[config.mk]
export PLATFORM = sky130hd
export DESIGN_NAME = bcd_seg7_converter_flat
export DESIGN_NICKNAME = d
export VERILOG_FILES = /design/src/rtl/bcd_seg7_converter_if.sv /design/src/rtl/bcd_seg7_converter.sv /design/src/flat_wrapper.sv
export SDC_FILE = /design/constraint.sdc
export NUM_CORES = 1
export LEC_CHECK = 0
export ABC_AREA = 1
export CORE_MARGIN = 2
export CORE_UTILIZATION = 35
export DETAILED_ROUTE_END_ITERATION = 8
export HOLD_SLACK_MARGIN = 0.05
export PLACE_DENSITY = 0.63
export SLEW_MARGIN = 10
export SYNTH_ARGS = -nofsm -noshare
export SYNTH_HDL_FRONTEND = slang
export SYNTH_SLANG_ARGS = --single-unit
[constraint.sdc]
create_clock -name clk -period 2.5 [get_ports clk]
set_clock_uncertainty 0.05 [all_clocks]
set_input_delay 0.25 -clock clk [delete_from_list [all_inputs] [get_ports clk]]
set_output_delay 0.25 -clock clk [all_outputs]
set_load 0.01 [all_outputs]
[src/rtl/bcd_seg7_converter_if.sv]
// Handshake and result bundle between a binary source and bcd_seg7_converter.
// The source (master) drives start/bin; the converter (slave) returns the
// busy/done status together with the BCD digits, overflow flag and segments.
interface bcd_seg7_converter_if #(
  parameter int WIDTH  = 8,
  parameter int DIGITS = 3
);
  logic                  start;
  logic [WIDTH-1:0]      bin;
  logic                  busy;
  logic                  done;
  logic                  ovf;
  logic [4*DIGITS-1:0]   bcd;
  logic [7*DIGITS-1:0]   seg;

  modport master (
    output start, bin,
    input  busy, done, ovf, bcd, seg
  );

  modport slave (
    input  start, bin,
    output busy, done, ovf, bcd, seg
  );
endinterface

[src/rtl/bcd_seg7_converter.sv]
// Sequential binary-to-BCD converter with 7-segment encoding.
// Runs double-dabble (add-3 then shift) one input bit per clock under a
// start/busy/done handshake; results hold until the next done pulse.
// Optional feature: define LEADING_ZERO_BLANK_EN to blank the segments of
// leading zero digits (digit 0 is always shown). bcd is never blanked.
module bcd_seg7_converter #(
  parameter int WIDTH          = 8,
  parameter int DIGITS         = 3,
  parameter int SEG_ACTIVE_LOW = 1
) (
  input  logic                 clk,
  input  logic                 rst_n,
  bcd_seg7_converter_if.slave  bus
);

  localparam int         CW      = $clog2(WIDTH + 1);
  localparam logic [6:0] SEG_OFF = (SEG_ACTIVE_LOW != 0) ? 7'h7F : 7'h00;

  typedef enum logic {IDLE, CONV} state_t;

  state_t                state;
  logic [WIDTH-1:0]      shreg;
  logic [WIDTH-1:0]      next_shreg;
  logic [4*DIGITS-1:0]   scratch;
  logic [4*DIGITS-1:0]   adjusted;
  logic [4*DIGITS-1:0]   next_scratch;
  logic [CW-1:0]         cnt;
  logic                  ovf_int;
  logic                  shift_out;
  logic [7*DIGITS-1:0]   seg_next;
`ifdef LEADING_ZERO_BLANK_EN
  logic                  seen;
`endif

  // Glyph for one decimal digit in the board's segment polarity.
  function automatic logic [6:0] glyph(input logic [3:0] d);
    logic [6:0] p;
    case (d)
      4'd0:    p = 7'h3F;
      4'd1:    p = 7'h06;
      4'd2:    p = 7'h5B;
      4'd3:    p = 7'h4F;
      4'd4:    p = 7'h66;
      4'd5:    p = 7'h6D;
      4'd6:    p = 7'h7D;
      4'd7:    p = 7'h07;
      4'd8:    p = 7'h7F;
      4'd9:    p = 7'h6F;
      default: p = 7'h00;
    endcase
    return (SEG_ACTIVE_LOW != 0) ? ~p : p;
  endfunction

  // One double-dabble step: add 3 to every digit >= 5, then shift the whole
  // {scratch, shreg} chain left; the bit leaving the top digit is an overflow.
  always_comb begin
    adjusted = scratch;
    for (int i = 0; i < DIGITS; i++) begin
      if (scratch[4*i +: 4] >= 4'd5) begin
        adjusted[4*i +: 4] = scratch[4*i +: 4] + 4'd3;
      end
    end
    {shift_out, next_scratch, next_shreg} = {adjusted, shreg, 1'b0};
  end

  // Segment image of the digits produced by the final iteration.
  always_comb begin
    seg_next = '0;
`ifdef LEADING_ZERO_BLANK_EN
    seen = 1'b0;
    for (int i = DIGITS - 1; i >= 0; i--) begin
      if (next_scratch[4*i +: 4] != 4'd0) begin
        seen = 1'b1;
      end
      seg_next[7*i +: 7] = (seen || i == 0) ? glyph(next_scratch[4*i +: 4]) : SEG_OFF;
    end
`else
    for (int i = 0; i < DIGITS; i++) begin
      seg_next[7*i +: 7] = glyph(next_scratch[4*i +: 4]);
    end
`endif
  end

  // Control FSM with registered outputs; a reset aborts any running conversion.
  always_ff @(posedge clk or negedge rst_n) begin
    if (!rst_n) begin
      state    <= IDLE;
      shreg    <= '0;
      scratch  <= '0;
      cnt      <= '0;
      ovf_int  <= 1'b0;
      bus.busy <= 1'b0;
      bus.done <= 1'b0;
      bus.ovf  <= 1'b0;
      bus.bcd  <= '0;
      bus.seg  <= {DIGITS{SEG_OFF}};
    end else begin
      bus.done <= 1'b0;
      case (state)
        IDLE: begin
          if (bus.start) begin
            shreg    <= bus.bin;
            scratch  <= '0;
            ovf_int  <= 1'b0;
            cnt      <= CW'(WIDTH);
            bus.busy <= 1'b1;
            state    <= CONV;
          end
        end
        CONV: begin
          shreg   <= next_shreg;
          scratch <= next_scratch;
          ovf_int <= ovf_int | shift_out;
          cnt     <= cnt - CW'(1);
          if (cnt == CW'(1)) begin
            bus.bcd  <= next_scratch;
            bus.seg  <= seg_next;
            bus.ovf  <= ovf_int | shift_out;
            bus.busy <= 1'b0;
            bus.done <= 1'b1;
            state    <= IDLE;
          end
        end
        default: state <= IDLE;
      endcase
    end
  end

endmodule

[src/flat_wrapper.sv]
// flat-port wrapper written by rule: the top's interface ports become plain ports
module bcd_seg7_converter_flat 
#(
  parameter int WIDTH          = 8,
  parameter int DIGITS         = 3,
  parameter int SEG_ACTIVE_LOW = 1
)
  (clk, rst_n, bus_start, bus_bin, bus_busy, bus_done, bus_ovf, bus_bcd, bus_seg);
  bcd_seg7_converter_if #(.WIDTH(WIDTH), .DIGITS(DIGITS)) bus_i ();
  input  logic clk;
  input  logic rst_n;
  input wire logic [$bits(bus_i.start)-1:0] bus_start;
  input wire logic [$bits(bus_i.bin)-1:0] bus_bin;
  output wire logic [$bits(bus_i.busy)-1:0] bus_busy;
  output wire logic [$bits(bus_i.done)-1:0] bus_done;
  output wire logic [$bits(bus_i.ovf)-1:0] bus_ovf;
  output wire logic [$bits(bus_i.bcd)-1:0] bus_bcd;
  output wire logic [$bits(bus_i.seg)-1:0] bus_seg;
  assign bus_i.start = bus_start;
  assign bus_i.bin = bus_bin;
  assign bus_busy = bus_i.busy;
  assign bus_done = bus_i.done;
  assign bus_ovf = bus_i.ovf;
  assign bus_bcd = bus_i.bcd;
  assign bus_seg = bus_i.seg;
  bcd_seg7_converter #(.WIDTH(WIDTH), .DIGITS(DIGITS), .SEG_ACTIVE_LOW(SEG_ACTIVE_LOW)) u_core (.clk(clk), .rst_n(rst_n), .bus(bus_i));
endmodule
## Word-level counts from Yosys, hierarchy flattened

Memories as Yosys holds them, arrays and structs flattened.
Index checks and enable logic that the tools add are counted.

- Memories: 3
- Output and inout bits: 36
- Logic and storage cells: 49
- Bits in registers: 62
- ROM bits: 336

- Multiplexer cells: 19
- $lt $le $gt $ge: 3
- Reduce and logical (&&, ||, !) cells: 2
- Add/sub/neg operators: 4
- Bitwise gates (word level): 5
- Equality and inequality tests: 3

Memory list:

| name | words | bits a word | rd ports | clocked after memory_dff | wr ports | line | source |
|---|---|---|---|---|---|---|---|
| (name not given) | 16 | 7 | 1 | 0 | 0 | bcd_seg7_converter.sv:38 | `case (d)` |
| (name not given) | 16 | 7 | 1 | 0 | 0 | bcd_seg7_converter.sv:38 |  |
| (name not given) | 16 | 7 | 1 | 0 | 0 | bcd_seg7_converter.sv:38 |  |

Operators by type and width:

| operator | number |
|---|---|
| 12-bit one-hot mux with 2 select lines | 1 |
| 7-bit inverter | 3 |
| 4-bit 2-to-1 mux | 4 |
| 8-bit one-hot mux with 2 select lines | 1 |
| 4-bit by 2-bit adder with 4-bit output (second input constant) | 3 |
| 4-bit by 3-bit greater-or-equal comparator with 1-bit output (second input constant) | 3 |
| 12-bit 2-to-1 mux | 1 |
| 8-bit 2-to-1 mux | 1 |
| 4-bit one-hot mux with 2 select lines | 1 |
| 1-bit 2-to-1 mux | 7 |
| 1-bit one-hot mux with 2 select lines | 3 |
| 4-bit by 1-bit == test with 1-bit output (second input constant) | 1 |
| 2-bit != test (second input constant) | 2 |
| 2-bit AND reduction | 2 |
| 4-bit by 1-bit subtractor with 4-bit output (second input constant) | 1 |
| 1-bit inverter | 1 |
| 1-bit OR | 1 |

## Depth between registers and ports, before layout

- Depth in word-level cells: 4
- Depth in mapped cells: 15
- Gate-level depth less buffers: 15

## Worst setup path after synthesis

No wires, ideal clock.

- Path kind: reg-to-reg
- From: register u_core.scratch[4]
- To: register u_core.bus.seg[17]
- Required time: 2,377 ps
- Slack: 721 ps
- Arrival: 1,656 ps
- Stages on the path, launching flop included: 13
- Period minus slack after synthesis: 1,779 ps
- Setup time: 73 ps
- Path buffers: 0
- Cell sequence: dfrtp_1 -> inv_1 -> ha_1 -> inv_1 -> nand2_2 -> nand2_1 -> nand3_1 -> nand2_1 -> inv_1 -> ha_1 -> nand2_1 -> nand3_1 -> a21oi_1

- Longest elaborated chain between the ends: 4

RTL lines:

| item | line | source |
|---|---|---|
| start: declaration | bcd_seg7_converter.sv:24 | `logic [4*DIGITS-1:0] scratch;` |
| start signal: assignment | bcd_seg7_converter.sv:112 | `scratch <= next_scratch;` |
| 4-bit by 2-bit adder with 4-bit output / 4-bit by 3-bit greater-or-equal comparator with 1-bit output (equally long branches) | bcd_seg7_converter.sv:60, bcd_seg7_converter.sv:59 |  |
| 4-bit 2-to-1 mux (*) | bcd_seg7_converter.sv:59 | `if (scratch[4*i +: 4] >= 4'd5) begin` |
| net u_core.adjusted[7] | bcd_seg7_converter.sv:25 | `logic [4*DIGITS-1:0] adjusted;` |
| memory 16 x 7 bit (*) | n/a |  |
| 7-bit inverter (*) | bcd_seg7_converter.sv:51 | `return (SEG_ACTIVE_LOW != 0) ? ~p : p;` |
| end signal: assignment | bcd_seg7_converter.sv:96 | `bus.seg <= {DIGITS{SEG_OFF}};` |
| end signal: assignment | bcd_seg7_converter.sv:117 | `bus.seg <= seg_next;` |
| end: declaration | bcd_seg7_converter_if.sv:23 | `output busy, done, ovf, bcd, seg` |

The timed path passes the listed nets; every way through them passes the cells marked *.
A chain may end at the register's enable or synchronous reset.

## Worst setup path in the final report

- From: register u_core.scratch[4]
- To: register u_core.bus.seg[10]

- Longest elaborated chain between the ends: 4

RTL lines:

| item | line |
|---|---|
| 4-bit by 2-bit adder with 4-bit output / 4-bit by 3-bit greater-or-equal comparator with 1-bit output (equally long branches) | bcd_seg7_converter.sv:60, bcd_seg7_converter.sv:59 |
| 4-bit 2-to-1 mux (*) | bcd_seg7_converter.sv:59 |
| memory 16 x 7 bit (*) | n/a |
| 7-bit inverter (*) | bcd_seg7_converter.sv:51 |

Mark *: on every way between the ends. The rest lies on a longest branch, timed or not.

==> out/metrics.cfg <==
[run_status]
status=complete, no violations

[yosys]
synthCells=371
syn_area_sq_um=3130
seq_area_frac_synth_pct=50.5
ys_warn_count=0
synth.largest_area_cell=dfrtp_1
postSynthAreaPerCell_sq_um=8.43
synth_area_leaders=dfrtp_1, dfstp_2, nand2_1, ha_1, nor2_1
synth.top_cell.area_share_pct=32.8
syn-num-nets=401
yosys_register_bits=62
synth_cell_type_count=29

[timing]
tns_ns=0
slew_violations=0
hold_viol=0
rsz0062_at_grt=no
slew_headroom_pct=58.8
setup_violations=0
max_freq_ghz=0.485
fin_crit_sh_pct=82.4
tightestPinTransition_ns=0.615
fin_crit_ns=2.06

[floorplan]
die-area_sq_um=9710
initial_core_util_pct=36.0
fp.dieH_microns=98.5
coreArea_sq_um=8680
rows=34
ios=47
dieWidth_microns=98.5

[power_and_ir_drop]
p_leak_nw=1.87
p_total_mw=6.12
power.density_nw_per_um2=1550
irDropWorstVdd_mv=0.460

[setup_path]
path_class=reg2reg
end_kind=flip-flop
slowest_delay_ns=0.43
worstPathMaxFanout=7
critPathBufInv=2
critical_path.slowest_cell=dfrtp_1
cp-start-kind=flip-flop
cpLargestDelayFamily=simple AND/OR/NAND/NOR gates
path_common_cell=nand2_1
crit_arrival_ns=2.26
crit_chain=inv_1 -> ha_1 -> inv_1 -> nand2_2 -> nand3_2 -> nand2_1 -> nand2_1 -> ha_1 -> nand2_1 -> o211ai_1 -> nand3_1
cp.required_ns=2.70

[placed_design]
io_buffers=46
dpl.hpwl_microns=4850
routabilityCongestion=0.840

[global_routing]
grt_util_all_layers_pct=15.0
grt_first_pass_wirelength_microns=12100
grt_pass1_vias=2635
grt_max_degree=28
antenna_found_initial=0
overflow=0

[clocking]
cts_sinks=62
clockBufferDepth=2
postCtsSetupBuffers=0
htreeDepth=3
cts.clk_slew.worst_paths_ns=0.07
cts-root-buf=clkbuf_8
cts_buffers=9
tritoncts=done
clock_latency_ns=0.33

[finish]
antenna_cells=0
final_cell_mix=nand2_1, clkdlybuf4s50_1, nor2_1, dfrtp_1, inv_1
syn_to_final_growth_pct=26.7
fin_nets=455
layout_commonest_cell=nand2_1
drive_above_1_share_pct=14.4

[detailed_routing]
drtIter0Drc=135
wl_per_cell_microns=12.6
vias=2596
post_drt_via_cell_ratio=4.83
ant_nets=0
dr.pass1.iters=4
drc_errors=0
wirelength_microns=6760

[hold_path]
holdCritPathClass=in2async

[run]
max_cap_viol_count=0

==> routing by layer <==
layer,GRT usage (%),wire length [microns],part of all wire [%]
met4,4.21,25,0.37
met5,0,0,0
met1,19.8,3360,50
met2,24.8,3150,47
met3,3.62,226,3.3
==> registers in the layout (all words and copies together) (netlist names) <==
register         flops
u_core.bus.done      1
u_core.bus.seg      21
u_core.shreg         8
u_core.scratch      12
u_core.state         1
u_core.cnt           4
u_core.bus.busy      1
u_core.ovf_int       1
u_core.bus.bcd      12
u_core.bus.ovf       1
==> cell usage after synthesis, drive strengths merged <==
cell type and count:
a21oi 11, a22oi 3, a31oi 3, buf 8, clkbuf 2, clkinv 1
dfrtp 41, dfstp 21, ha 19, inv 38, nand2 106, nand3 28
nand4 6, nor2 43, o211a 1, o211ai 4, o21ai 22, o22ai 13
or2 1
==> final timing paths <==
path,startpoint,cells after the start,end,slack (ns)
worst max-delay path,u_core.scratch[4]$_DFFE_PN0P_,11,u_core.bus.seg[10]$_DFFE_PN1P_,0.44
worst max register to register,u_core.scratch[4]$_DFFE_PN0P_,11,u_core.bus.seg[10]$_DFFE_PN1P_,0.44
worst min register to register,u_core.bus.seg[11]$_DFFE_PN1P_,2,u_core.bus.seg[11]$_DFFE_PN1P_,0.42
min in group clk,bus_bin[1],3,u_core.shreg[1]$_DFFE_PN0P_,0.40
worst min-delay path,rst_n,2,u_core.shreg[1]$_DFFE_PN0P_,0.28
max in group asynchronous,rst_n,3,u_core.bus.seg[11]$_DFFE_PN1P_,1.43
==> report_power, final <==
group	switching (mW)	total (mW)	internal [mW]	leakage [nW]
logic	1.90	3.23	1.33	1.04
registers	0.302	1.91	1.61	0.728
clock network	0.418	0.980	0.562	0.0977
total	2.62	6.12	3.50	1.87
==> through the flow <==
stage	worst slack (ns)	util (%)	cells	instance area (sq um)	hold slack [ns]
finish	0.439	45.6	538	3960	0.281
global route	0.248	45.6	538	3960	0.282
CTS	0.464	45.6	538	3960	0.275
detailed placement	0.489	42.9	521	3730	0.106
global placement	0.554	42.9	521	3730	0.104
floorplan	0.721	-	371	3130	-0.0956
==> cells by family (layout without fill, tap and decap cells) <==
group                      count (synthesis)  in the layout  synth area share, %
and+or+nand+nor                          184            184                 25.0
adders and majority gates                 19             19                 7.60
buffers and inverters                     49            108                 6.20
DFF                                       62             62                 50.5
AOI/OAI and AO/OA                         57             57                 10.8
==> layout make-up <==
| type | instances | area, sq um |
|---|---|---|
| tap | 108 | 135 |
| inverter | 39 | 146 |
| fill | 860 | 4720 |
| sequential | 62 | 1580 |
| timing repair buffer | 53 | 523 |
| clock buffer | 9 | 124 |
| multi-input combinational | 260 | 1360 |
| clock inverter | 7 | 98.8 |
==> timing repair <==
item / CTS / global route
hold buffers: 1 / 0
hold endpoints to repair: 11 / 0
gates resized for setup: 0 / 0
Note: power is estimated with default switching activity, not from simulation.
